[src/rtl/score_text_gen_pkg.sv]
// Shared constants, state types and helpers for the score-screen text generator.
// Holds ASCII codes, row/column layout, FSM state types and BCD sizing.
package score_text_gen_pkg;

  localparam logic [6:0] CH_SPACE = 7'h20;
  localparam logic [6:0] CH_COLON = 7'h3a;
  localparam logic [6:0] CH_ZERO  = 7'h30;
  localparam logic [6:0] CH_ONE   = 7'h31;
  localparam logic [6:0] CH_DASH  = 7'h2d;
  localparam logic [6:0] CH_QMARK = 7'h3f;

  // Win line sits at N_PLAYERS + ROW_WIN_OFS.
  localparam int unsigned ROW_TITLE   = 0;
  localparam int unsigned ROW_WIN_OFS = 1;

  localparam int unsigned TXT_LEN     = 6;
  localparam int unsigned COL_PNUM    = 6;
  localparam int unsigned COL_PCOLON  = 7;
  localparam int unsigned COL_DIGIT0  = 8;
  localparam int unsigned COL_WCOLON  = 6;
  localparam int unsigned COL_WNUM    = 7;
  localparam int unsigned COL_WSUFFIX = 8;
  localparam int unsigned WSUFFIX_LEN = 4;

  localparam logic [47:0] TXT_SCORE  = "SCORE:";
  localparam logic [47:0] TXT_PLAYER = "Player";
  localparam logic [31:0] TXT_WIN    = "-win";

  typedef enum logic [1:0] {CV_IDLE, CV_LOAD, CV_SHIFT, CV_STORE} conv_state_t;
  typedef enum logic [1:0] {SW_IDLE, SW_RUN, SW_DONE} sweep_state_t;

  // Nibbles needed to hold 2^w-1 in BCD (0.3 underestimates log10(2) safely for w < 97).
  function automatic int unsigned bcd_nibbles(input int unsigned w, input int unsigned d);
    int unsigned n;
    n = (w * 3) / 10 + 1;
    return (n > d) ? n : d;
  endfunction

  function automatic logic [6:0] txt_char(input logic [47:0] s, input int unsigned len,
                                          input int unsigned i);
    return s[8*(len-1-i) +: 7];
  endfunction

endpackage

[src/rtl/score_text_gen_bin2bcd.sv]
// Sequential double-dabble binary-to-BCD converter with start/done handshake.
// Results at or above 10^DIGITS saturate to all nines.
module bin2bcd_seq
  import score_text_gen_pkg::*;
#(
  parameter int unsigned SCORE_W = 14,
  parameter int unsigned DIGITS  = 5
) (
  input  logic                  clk,
  input  logic                  rst,
  input  logic                  start,
  input  logic [SCORE_W-1:0]    bin,
  output logic                  done,
  output logic [4*DIGITS-1:0]   digits
);

  localparam int unsigned BCD_N = bcd_nibbles(SCORE_W, DIGITS);
  localparam int unsigned CNT_W = $clog2(SCORE_W);

  conv_state_t          state, state_next;
  logic [4*BCD_N-1:0]   bcd, bcd_adj;
  logic [SCORE_W-1:0]   sr;
  logic [CNT_W-1:0]     cnt;
  logic                 ovf;

  always_comb begin
    bcd_adj = bcd;
    for (int unsigned i = 0; i < BCD_N; i++)
      if (bcd[4*i +: 4] >= 4'd5) bcd_adj[4*i +: 4] = bcd[4*i +: 4] + 4'd3;
  end

  always_comb begin
    state_next = state;
    case (state)
      CV_IDLE:  if (start) state_next = CV_LOAD;
      CV_LOAD:  state_next = CV_SHIFT;
      CV_SHIFT: if (cnt == CNT_W'(SCORE_W - 1)) state_next = CV_STORE;
      CV_STORE: state_next = start ? CV_LOAD : CV_IDLE;
      default:  state_next = CV_IDLE;
    endcase
  end

  always_ff @(posedge clk or posedge rst) begin
    if (rst) begin
      state <= CV_IDLE;
      bcd   <= '0;
      sr    <= '0;
      cnt   <= '0;
    end else begin
      state <= state_next;
      case (state)
        CV_LOAD: begin
          bcd <= '0;
          sr  <= bin;
          cnt <= '0;
        end
        CV_SHIFT: begin
          bcd <= {bcd_adj[4*BCD_N-2:0], sr[SCORE_W-1]};
          sr  <= {sr[SCORE_W-2:0], 1'b0};
          cnt <= cnt + 1'b1;
        end
        default: ;
      endcase
    end
  end

  generate
    if (BCD_N > DIGITS) begin : g_ovf
      assign ovf = |bcd[4*BCD_N-1:4*DIGITS];
    end else begin : g_no_ovf
      assign ovf = 1'b0;
    end
  endgenerate

  assign done   = (state == CV_STORE);
  assign digits = ovf ? {DIGITS{4'h9}} : bcd[4*DIGITS-1:0];

endmodule

[src/rtl/score_text_gen.sv]
// Score-screen text generator: maps {row,col} to a char code, showing decimal scores
// converted per frame and committed tear-free at frame_start.
module score_text_gen
  import score_text_gen_pkg::*;
#(
  parameter int unsigned N_PLAYERS = 2,
  parameter int unsigned SCORE_W   = 14,
  parameter int unsigned DIGITS    = 5,
  parameter int unsigned COL_W     = 4,
  parameter int unsigned ROW_W     = 4
) (
  input  logic                           clk,
  input  logic                           rst,
  input  logic [N_PLAYERS*SCORE_W-1:0]   scores,
  input  logic [2:0]                     winner,
  input  logic                           winner_valid,
  input  logic                           frame_start,
  input  logic [ROW_W+COL_W-1:0]         char_xy,
  output logic [6:0]                     char_code_out,
  output logic                           busy
);

  localparam int unsigned IDX_W = (N_PLAYERS > 1) ? $clog2(N_PLAYERS) : 1;

  sweep_state_t          state, state_next;
  logic [IDX_W-1:0]      idx;
  logic                  staged_ok;
  logic [SCORE_W-1:0]    snap      [N_PLAYERS];
  logic [4*DIGITS-1:0]   staged    [N_PLAYERS];
  logic [4*DIGITS-1:0]   displayed [N_PLAYERS];

  logic                  accept, last;
  logic                  conv_start, conv_done;
  logic [SCORE_W-1:0]    conv_bin;
  logic [4*DIGITS-1:0]   conv_digits;

  bin2bcd_seq #(.SCORE_W(SCORE_W), .DIGITS(DIGITS)) u_conv (
    .clk    (clk),
    .rst    (rst),
    .start  (conv_start),
    .bin    (conv_bin),
    .done   (conv_done),
    .digits (conv_digits)
  );

  assign last = (32'(idx) == N_PLAYERS - 1);
  assign busy = (state != SW_IDLE);

  always_comb begin
    conv_bin = '0;
    for (int unsigned k = 0; k < N_PLAYERS; k++)
      if (32'(idx) == k) conv_bin = snap[k];
  end

  // The next player's LOAD is requested during STORE so players run back to back.
  always_comb begin
    state_next = state;
    accept     = 1'b0;
    conv_start = 1'b0;
    case (state)
      SW_IDLE: if (frame_start) begin
        accept     = 1'b1;
        conv_start = 1'b1;
        state_next = SW_RUN;
      end
      SW_RUN: if (conv_done) begin
        if (last) state_next = SW_DONE;
        else      conv_start = 1'b1;
      end
      SW_DONE: state_next = SW_IDLE;
      default: state_next = SW_IDLE;
    endcase
  end

  // Character lookup from the displayed bank.
  int unsigned         lk_r, lk_c, lk_d;
  logic [4*DIGITS-1:0] lk_dv;
  logic [3:0]          lk_nib;
  logic                lk_hi_zero;
  logic [6:0]          char_next;

  always_comb begin
    lk_r       = 32'(char_xy[ROW_W+COL_W-1:COL_W]);
    lk_c       = 32'(char_xy[COL_W-1:0]);
    lk_d       = 0;
    lk_dv      = '0;
    lk_nib     = '0;
    lk_hi_zero = 1'b1;
    char_next  = CH_SPACE;
    for (int unsigned k = 0; k < N_PLAYERS; k++)
      if (lk_r == k + 1) lk_dv = displayed[k];
    if (lk_r == ROW_TITLE) begin
      if (lk_c < TXT_LEN) char_next = txt_char(TXT_SCORE, TXT_LEN, lk_c);
    end else if (lk_r <= N_PLAYERS) begin
      if (lk_c < TXT_LEN) char_next = txt_char(TXT_PLAYER, TXT_LEN, lk_c);
      else if (lk_c == COL_PNUM) char_next = CH_ONE + 7'(lk_r - 1);
      else if (lk_c == COL_PCOLON) char_next = CH_COLON;
      else if (lk_c >= COL_DIGIT0 && lk_c < COL_DIGIT0 + DIGITS) begin
        lk_d = DIGITS - 1 - (lk_c - COL_DIGIT0);
        for (int unsigned i = 0; i < DIGITS; i++) begin
          if (i >= lk_d && lk_dv[4*i +: 4] != 4'd0) lk_hi_zero = 1'b0;
          if (i == lk_d) lk_nib = lk_dv[4*i +: 4];
        end
        char_next = (lk_hi_zero && lk_d != 0) ? CH_SPACE : CH_ZERO + {3'b000, lk_nib};
      end
    end else if (lk_r == N_PLAYERS + ROW_WIN_OFS && winner_valid) begin
      if (lk_c < TXT_LEN) char_next = txt_char(TXT_PLAYER, TXT_LEN, lk_c);
      else if (lk_c == COL_WCOLON) char_next = CH_COLON;
      else if (lk_c == COL_WNUM)
        char_next = (32'(winner) < N_PLAYERS) ? CH_ONE + {4'b0000, winner} : CH_QMARK;
      else if (lk_c >= COL_WSUFFIX && lk_c < COL_WSUFFIX + WSUFFIX_LEN)
        char_next = txt_char({16'h0000, TXT_WIN}, WSUFFIX_LEN, lk_c - COL_WSUFFIX);
    end
  end

  always_ff @(posedge clk or posedge rst) begin
    if (rst) begin
      state         <= SW_IDLE;
      idx           <= '0;
      staged_ok     <= 1'b0;
      char_code_out <= '0;
      for (int unsigned k = 0; k < N_PLAYERS; k++) begin
        snap[k]      <= '0;
        staged[k]    <= '0;
        displayed[k] <= '0;
      end
    end else begin
      state         <= state_next;
      char_code_out <= char_next;
      if (accept) begin
        idx <= '0;
        for (int unsigned k = 0; k < N_PLAYERS; k++)
          snap[k] <= scores[k*SCORE_W +: SCORE_W];
        if (staged_ok) begin
          for (int unsigned k = 0; k < N_PLAYERS; k++)
            displayed[k] <= staged[k];
          staged_ok <= 1'b0;
        end
      end
      if (conv_done) begin
        for (int unsigned k = 0; k < N_PLAYERS; k++)
          if (32'(idx) == k) staged[k] <= conv_digits;
        if (!last) idx <= idx + 1'b1;
      end
      if (state == SW_DONE) staged_ok <= 1'b1;
    end
  end

endmodule

[config.mk]
export PLATFORM = sky130hd
export DESIGN_NAME = score_text_gen
export DESIGN_NICKNAME = d
export VERILOG_FILES = /design/src/rtl/score_text_gen_pkg.sv /design/src/rtl/score_text_gen_bin2bcd.sv /design/src/rtl/score_text_gen.sv
export SDC_FILE = /design/constraint.sdc
export NUM_CORES = 1
export LEC_CHECK = 0
export BUFFER_PORTS_ARGS = -buffer_cell sky130_fd_sc_hd__buf_2
export CAP_MARGIN = 20
export CORE_MARGIN = 2
export CORE_UTILIZATION = 25
export CTS_CLUSTER_SIZE = 12
export DETAILED_ROUTE_END_ITERATION = 8
export PLACE_DENSITY = 0.47
export SYNTH_ARGS = -nofsm -noshare
export SYNTH_HDL_FRONTEND = slang
export SYNTH_HIERARCHICAL = 1
export SYNTH_SLANG_ARGS = --single-unit
export TNS_END_PERCENT = 100
[constraint.sdc]
create_clock -name clk -period 6.1 [get_ports clk]
set_input_delay 1.22 -clock clk [delete_from_list [all_inputs] [get_ports clk]]
set_output_delay 1.22 -clock clk [all_outputs]
set_load 0.005 [all_outputs]
==> summary.md, run 1 <==
| Metric | Value |
|---|---|
| Switching Share | 33.8% |
| Async S/R FF share, synth | 100% |
| Slew margin rel. | 38.4% |
| Syn nets | 881 |
| Die extent in x | 191 µm |
| Worst clock skew | 0.0151 ns |
| Commonest cells after routing, fill and taps aside | dfrtp_1 (159), mux2_2 (123), buf_2 (50), a21oi_1 (47), nand2_1 (41) |
| Setup CP Type | primary input to flip-flop |
| Final setup TNS | 0 ns |
| Clk root buf | clkbuf_16 |
| Post-synthesis cell count | 798 |
| Crit Reg-Reg Startpoint | u_conv/state[0]$_DFFE_PP0P_ |
| Hold path startpoint | staged_ok$_DFFE_PP0P_ |
| DP Wirelength | 14.3 mm |
| Netlist cell types | 79 |
| Startpoint types | primary input |
| Max Cap Viol | 0 |
| Crit-path max FO | 18 |
| Delay-heaviest family, CP | simple AND/OR/NAND/NOR gates |
| Post-synth top area cell | dfrtp_1 |
| Seq pwr share | 39.5% |
| Register area share after synthesis | 45.4% |
| Pin count of the biggest net entering global routing | 72 |
| Share of the synthesized area in the top cell type | 45.4% |
| Top FF cell, synth | dfrtp_1 |
| Setup violators final | 0 |
| Remaining DRCs | 0 |
| Post-Synthesis Cell Area | 8760 µm² |
| Status | finished, final reports clean |
| # Post-CTS Setup Buffers | 0 |
| Max Root-Sink Buffers | 2 |
| Final Net Count | 920 |
| Area delta synth->final | 15.1% |
| Commonest non-fill, non-tap cell in the layout | dfrtp_1 |
| Mapped Avg Cell Area | 11.0 µm² |
| Worst EP arrival | 4.17 ns |
| Worst reg2reg setup slack | 3.71 ns |
| Detailed Route Iter0 Violations | 371 |
| Part of the power in the clock network | 30.2% |
| Rows | 68 |
| Wire length of the first global-routing pass | 34.6 mm |
| Congestion Overflow GR | 0 |
| Pleak | 4.33 nW |
| Routed len/inst | 15.8 µm |
| Vias | 6263 |
| Hold buffers post-CTS | 0 |
| Slowest stage delay, CP | 0.55 ns |
| PD cells | 365 nW/µm² |
| H-tree levels | 4 |
| Port bufs | 50 |
| Minimum clock period | 3.84 ns |
| Die Span Y | 191 µm |
| P_sw | 0.00124 W |
| Worst skew pair latency | 0.43 ns |
| Warnings from Yosys | 6 |
| Total CTS buffers | 17 |
| Die area | 36500 µm² |
| Synth Register Bits | 159 |
| HP Class | flip-flop to flip-flop |
| Routability Congestion | 0.836 |
| Crit-path slowest cell | or4bb_4 |
| Total core area | 34500 µm² |
| Slew @ Worst Pin | 0.924 ns |
| Worst EP required | 6.43 ns |
| Worst Setup End Kind | flip-flop |
| Initial Util | 25.4% |
| Crit path cell chain | buf_2, inv_1, ha_1, a21o_1, inv_1, ha_1, or4bb_4, nor2_8, nand4_1, a311oi_1, a21oi_1, o41ai_2 |
| TritonRoute pass-1 iters | 5 |
| GRT Util Overall | 11.9% |
| Final cycle utilization of the critical path | 62.9% |
| Post-synth EDFFs | 0 |
| Maximum vdd drop | 191 µV |
| PostCTS Resize Cnt | 0 |
| Vias in the first global route | 6396 |
| Synth top area cells | dfrtp_1 (45%), mux2_2 (16%), ha_1 (5.7%), a21oi_1 (2.7%), o21ai_0 (2.1%) |
| Worst-path clk slew | 0.08 ns |
| Internal | 0.00243 W |
| # IOs | 51 |
| Vias per cell | 4.80 |
| Util after Layout | 29.2% |
| Peak Freq | 260 MHz |
| Layout cells sized above 1 | 28.5% |
| CTS tree | built |
| Clock Sink Count | 159 |
| Slew Limit Fails | 0 |
| Combinational group share of total power | 30.3% |
| Buf+Inv Stages, Crit Path | 3 |
| Initial antenna violation count | 0 |
| RSZ-0062 raised after global routing | false |
| Final hold vios | 0 |
| Crit path from | char_xy[1] |
| Routed WL | 20.7 mm |
| N_diodes | 0 |
| DRT antenna net count | 0 |
==> kinds of logic (layout without fill, tap and decap cells) <==
| group | count (synthesis) | count (layout) | share of synthesized area [%] |
|---|---|---|---|
| AO/OA/AOI/OAI | 190 | 190 | 14.9 |
| AND/OR/NAND/NOR | 182 | 182 | 11.6 |
| multiplexers | 138 | 138 | 17.5 |
| XOR/XNOR | 9 | 9 | 0.900 |
| flip-flops | 159 | 159 | 45.4 |
| buffers and inverters | 80 | 132 | 3.91 |
| adder cells (fa/ha/maj) | 40 | 40 | 5.72 |
==> flip-flops by register name, summed over array words and instances, names as in the netlist <==
| signal | count |
|---|---|
| char_code_out | 7 |
| displayed | 40 |
| idx | 1 |
| snap | 28 |
| staged | 40 |
| staged_ok | 1 |
| state | 2 |
| u_conv/cnt | 4 |
| u_conv/digits | 20 |
| u_conv/sr | 14 |
| u_conv/state | 2 |
==> Yosys cell counts (4+ instances only) <==
cell type / number
dfrtp_1: 159
mux2_2: 123
a21oi_1: 47
nand2_1: 41
ha_1: 40
inv_1: 40
o21ai_0: 37
nor2_1: 29
nand3_1: 19
clkbuf_1: 18
mux2i_1: 15
nand2b_1: 15
nor2b_1: 14
o22ai_1: 12
buf_2: 10
o221ai_1: 10
a31oi_1: 9
nor3_1: 8
nor4_1: 8
nand3b_1: 7
o32ai_1: 7
a211oi_1: 6
buf_1: 6
o2111ai_1: 6
xnor2_1: 6
a21o_1: 5
and3_1: 5
nand4_1: 5
o31ai_1: 5
buf_4: 4
nor3b_1: 4
o31a_1: 4
==> cell type report <==
| cell class | count | area, µm² |
|---|---|---|
| fillers | 3644 | 24500 |
| multi-input cells | 559 | 4440 |
| flip-flops and latches | 159 | 3980 |
| inverters | 40 | 153 |
| clock buffers | 18 | 439 |
| well taps | 455 | 569 |
| clock inverters | 14 | 170 |
| repair buffers | 60 | 325 |
==> per-layer routing <==
layer / routed length (µm) / GRT usage, % / vias up / share of wire, %
met3: 701 / 2.29 / 19 / 3.4
met2: 9500 / 19.0 / 125 / 46
met1: 10100 / 16.3 / 3102 / 49
met5: 0 / 0 / - / 0
met4: 310 / 3.55 / 0 / 1.5
li1: - / - / 3017 / -
==> through the flow <==
step	hold WS (ns)	cells	setup slack (ns)	power, W	instance area [µm²]
CTS	0.485	1305	2.31	0.00374	10100
global route	0.514	1305	1.93	0.00393	10100
global placement	0.465	1273	1.94	0.00259	9470
floorplan	0.442	798	1.72	0.00235	8760
finish	0.481	1305	2.26	0.00368	10100
detailed placement	0.469	1273	1.87	0.00260	9470
==> power groups by stage <==
stage	clock network (W)	logic [W]	registers [W]
floorplan	0	0.000943	0.00140
global placement	0	0.00112	0.00147
detailed placement	0	0.00113	0.00147
CTS	0.00115	0.00114	0.00146
global route	0.00119	0.00124	0.00149
finish	0.00111	0.00112	0.00145
==> tightest hold or removal path: cells and delay by family, from the launching register on <==
kind / cells / cell delay, ns
AOI/OAI and AO/OA: 1 / 0.06
and+or+nand+nor: 1 / 0.04
DFF: 1 / 0.34
==> final timing paths <==
path | end | depth (start not counted)
max | char_code_out[1]$_DFF_PP0_ | 12
min | staged_ok$_DFFE_PP0P_ | 2
max reg2reg | u_conv/cnt[3]$_DFFE_PP0P_ | 6
min reg2reg | staged_ok$_DFFE_PP0P_ | 2
max in group asynchronous | displayed[0]$_DFFE_PP0P_ | 3
min in group asynchronous | u_conv/digits[14]$_DFFE_PP0P_ | 3
Note: power is estimated with default switching activity, not from simulation.
==> run 2: changes to the inputs <==
Settings changed: ABC_AREA set to 1.
Clock period 6.1 ns to 3.8 ns, I/O delays scaled along.
==> run 2 against run 1 <==
Net effect:
- core utilization grew 0.17 points
- wire length grew 1.2%
- non-clock buffer count grew 8
- synthesized cell count grew 37%
- count of clock-buffer cells in the layout grew 2
- final cell count grew 23%
- worst hold slack lost 0.033 ns
==> summary.md, run 2 <==
| Metric | Value |
|---|---|
| Post-synth EDFFs | 0 |
| Status | finished, final reports clean |
| HP Class | primary input to asynchronous set/reset pin |
| Setup CP Type | primary input to flip-flop |
| Post-Synthesis Cell Area | 8750 µm² |
| Vias in the first global route | 7124 |
| Most numerous cell in the Yosys netlist | nand2_1 |
| Slew margin rel. | 55.2% |
| Area of the multi-input gates | 4040 µm² |
| P_sw | 0.000885 W |
| PD cells | 361 nW/µm² |
| Total core area | 34500 µm² |
| Seq pwr share | 46.4% |
| Rows | 68 |
| RSZ-0062 raised after global routing | false |
| H-tree levels | 4 |
| Routed len/inst | 13.0 µm |
| Top FF cell, synth | dfrtp_1 |
| Routed WL | 20.9 mm |
| Commonest cells after routing, fill and taps aside | nand2_1 (352), dfrtp_1 (159), inv_1 (127), o21ai_0 (84), nor2_1 (64) |
| Routability Congestion | 0.856 |
| Minimum clock period | 3.08 ns |
| # Post-CTS Setup Buffers | 0 |
| Synth top area cells | dfrtp_1 (45%), nand2_1 (15%), ha_1 (5.7%), inv_1 (5.5%), o21ai_0 (4.8%) |
| Internal | 0.00277 W |
| Finished Cell Area | 10100 µm² |
| Total CTS buffers | 17 |
| DP Wirelength | 14.8 mm |
| Max Cap Viol | 0 |
| Worst clock skew | 0.0120 ns |
| Startpoint types | primary input |
| Final worst slack | 0.718 ns |
| DP Area | 9520 µm² |
| Biggest regs | displayed x40, staged x40, snap x28 |
| Remaining DRCs | 0 |
| Final setup TNS | 0 ns |
| PostCTS Resize Cnt | 0 |
| Area delta synth->final | 15.6% |
| Synth Register Bits | 159 |
| Vias per cell | 4.42 |
| Fill count | 3716 |
| Worst EP arrival | 3.41 ns |
| Layout cells sized above 1 | 14.9% |
| GRT Util Overall | 12.3% |
| Slew Limit Fails | 0 |
| DRT antenna net count | 0 |
| FF+latch area | 3980 µm² |
| Commonest cells in the synthesized netlist | nand2_1 (353), dfrtp_1 (159), inv_1 (129), o21ai_0 (84), nor2_1 (64) |
| Setup violators final | 0 |
| Peak Freq | 324 MHz |
| Placed insts | 1580 |
| Worst Setup End Kind | flip-flop |
| Share of the synthesized area in the top cell type | 45.5% |
| Worst skew pair latency | 0.44 ns |
| Pleak | 5.18 nW |
| Combinational group share of total power | 6.0% |
| Slew @ Worst Pin | 0.671 ns |
| Maximum vdd drop | 307 µV |
| Crit-path max FO | 12 |
| Initial Util | 25.4% |
| Clk root buf | clkbuf_16 |
| Initial antenna violation count | 0 |
| Post-synthesis cell count | 1093 |
| Final cycle utilization of the critical path | 81.1% |
| Pin count of the biggest net entering global routing | 54 |
| Die area | 36500 µm² |
| Commonest non-fill, non-tap cell in the layout | nand2_1 |
| Netlist cell types | 49 |
| # IOs | 51 |
| Clock Sink Count | 159 |
| Worst-path clk slew | 0.07 ns |
| Part of the power in the clock network | 47.6% |
| TritonRoute pass-1 iters | 5 |
| Post-synth top area cell | dfrtp_1 |
| Switching Share | 24.2% |
| Hold buffers post-CTS | 0 |
| Non-Filler Instances | 1611 |
| Final Net Count | 1227 |
| Mapped Avg Cell Area | 8.00 µm² |
| Detailed Route Iter0 Violations | 392 |
| CTS tree | built |
| Die Span Y | 191 µm |
| Port bufs | 50 |
| Congestion Overflow GR | 0 |
| Syn nets | 1176 |
| Wire length of the first global-routing pass | 36.1 mm |
| Worst EP required | 4.13 ns |
| Async S/R FF share, synth | 100% |
| Warnings from Yosys | 6 |
| Dpl ws | 0.311 ns |
| Max Root-Sink Buffers | 2 |
| Register area share after synthesis | 45.5% |
| Final hold vios | 0 |
| N_diodes | 0 |
| Vias | 7116 |
| Die extent in x | 191 µm |
run 2: critical path: stages:
cell and delay (ns):
buf_2 0.17, inv_1 0.18, ha_1 0.34, a21oi_1 0.12, ha_1 0.20, nor2_1 0.20, nand4_1 0.20, nor2_4 0.19
nand3_4 0.12, nor2_4 0.14, inv_2 0.07, nor2_1 0.10, nor2_1 0.05, nand2_1 0.06, nand3_1 0.06, nand3_1 0.07
nand2_1 0.06, nand2_1 0.06, nand2_1 0.05, nand2_1 0.06, nand2_1 0.04, nand2_1 0.05, nand2_1 0.05
run 2: layout make-up:
class	count	share of cell area, %
clock inverters	11	1.32
clock buffers	20	4.52
repair buffers	68	3.94
well taps	455	5.63
flip-flops and latches	159	39.4
inverters	140	5.26
multi-input cells	758	40.0
run 2: final timing paths:
kind	from	slack, ns	to	depth (start not counted)
worst max-delay path	char_xy[1]	0.72	char_code_out[3]$_DFF_PP0_	23
worst min-delay path	rst	0.45	staged[8]$_DFFE_PP0P_	2
worst max register to register	u_conv/state[0]$_DFFE_PP0P_	1.35	u_conv/cnt[3]$_DFFE_PP0P_	7
worst min register to register	snap[18]$_DFFE_PP0P_	0.48	snap[18]$_DFFE_PP0P_	2
max in group asynchronous	rst	2.60	staged[7]$_DFFE_PP0P_	3
min in group clk	snap[18]$_DFFE_PP0P_	0.48	snap[18]$_DFFE_PP0P_	2
run 2: cell families after synthesis:
| kind of cell | share of synthesized area [%] |
|---|---|
| simple gates | 25.1 |
| flops | 45.5 |
| mux | 3.48 |
| buf+inv | 8.31 |
| xor+xnor | 0.200 |
| compound gates | 11.7 |
| fa+ha+maj | 5.72 |
run 2: per-layer routing:
layer	share of wire, %	GRT usage, %
met1	48	15.9
met2	48	20.5
met3	2.7	2.44
met4	1.7	4.20
met5	0	0
run 2: power by group through the flow:
stage	Sequential (W)	Clock [W]	Combinational, W
2_1_floorplan	0.00173	0	0.000135
3_3_place_gp	0.00173	0	0.000225
3_5_place_dp	0.00173	0	0.000222
4_1_cts	0.00169	0.00180	0.000224
5_1_grt	0.00169	0.00188	0.000251
6_report	0.00170	0.00174	0.000219
run 2: metrics by stage:
stage                     power [W]  util, %  hold WS [ns]
after floorplan             0.00186        -         0.449
after global placement      0.00195     27.6         0.464
after detailed placement    0.00195     27.6         0.465
after CTS                   0.00372     29.3         0.456
after global routing        0.00382     29.3         0.473
final                       0.00365     29.3         0.448
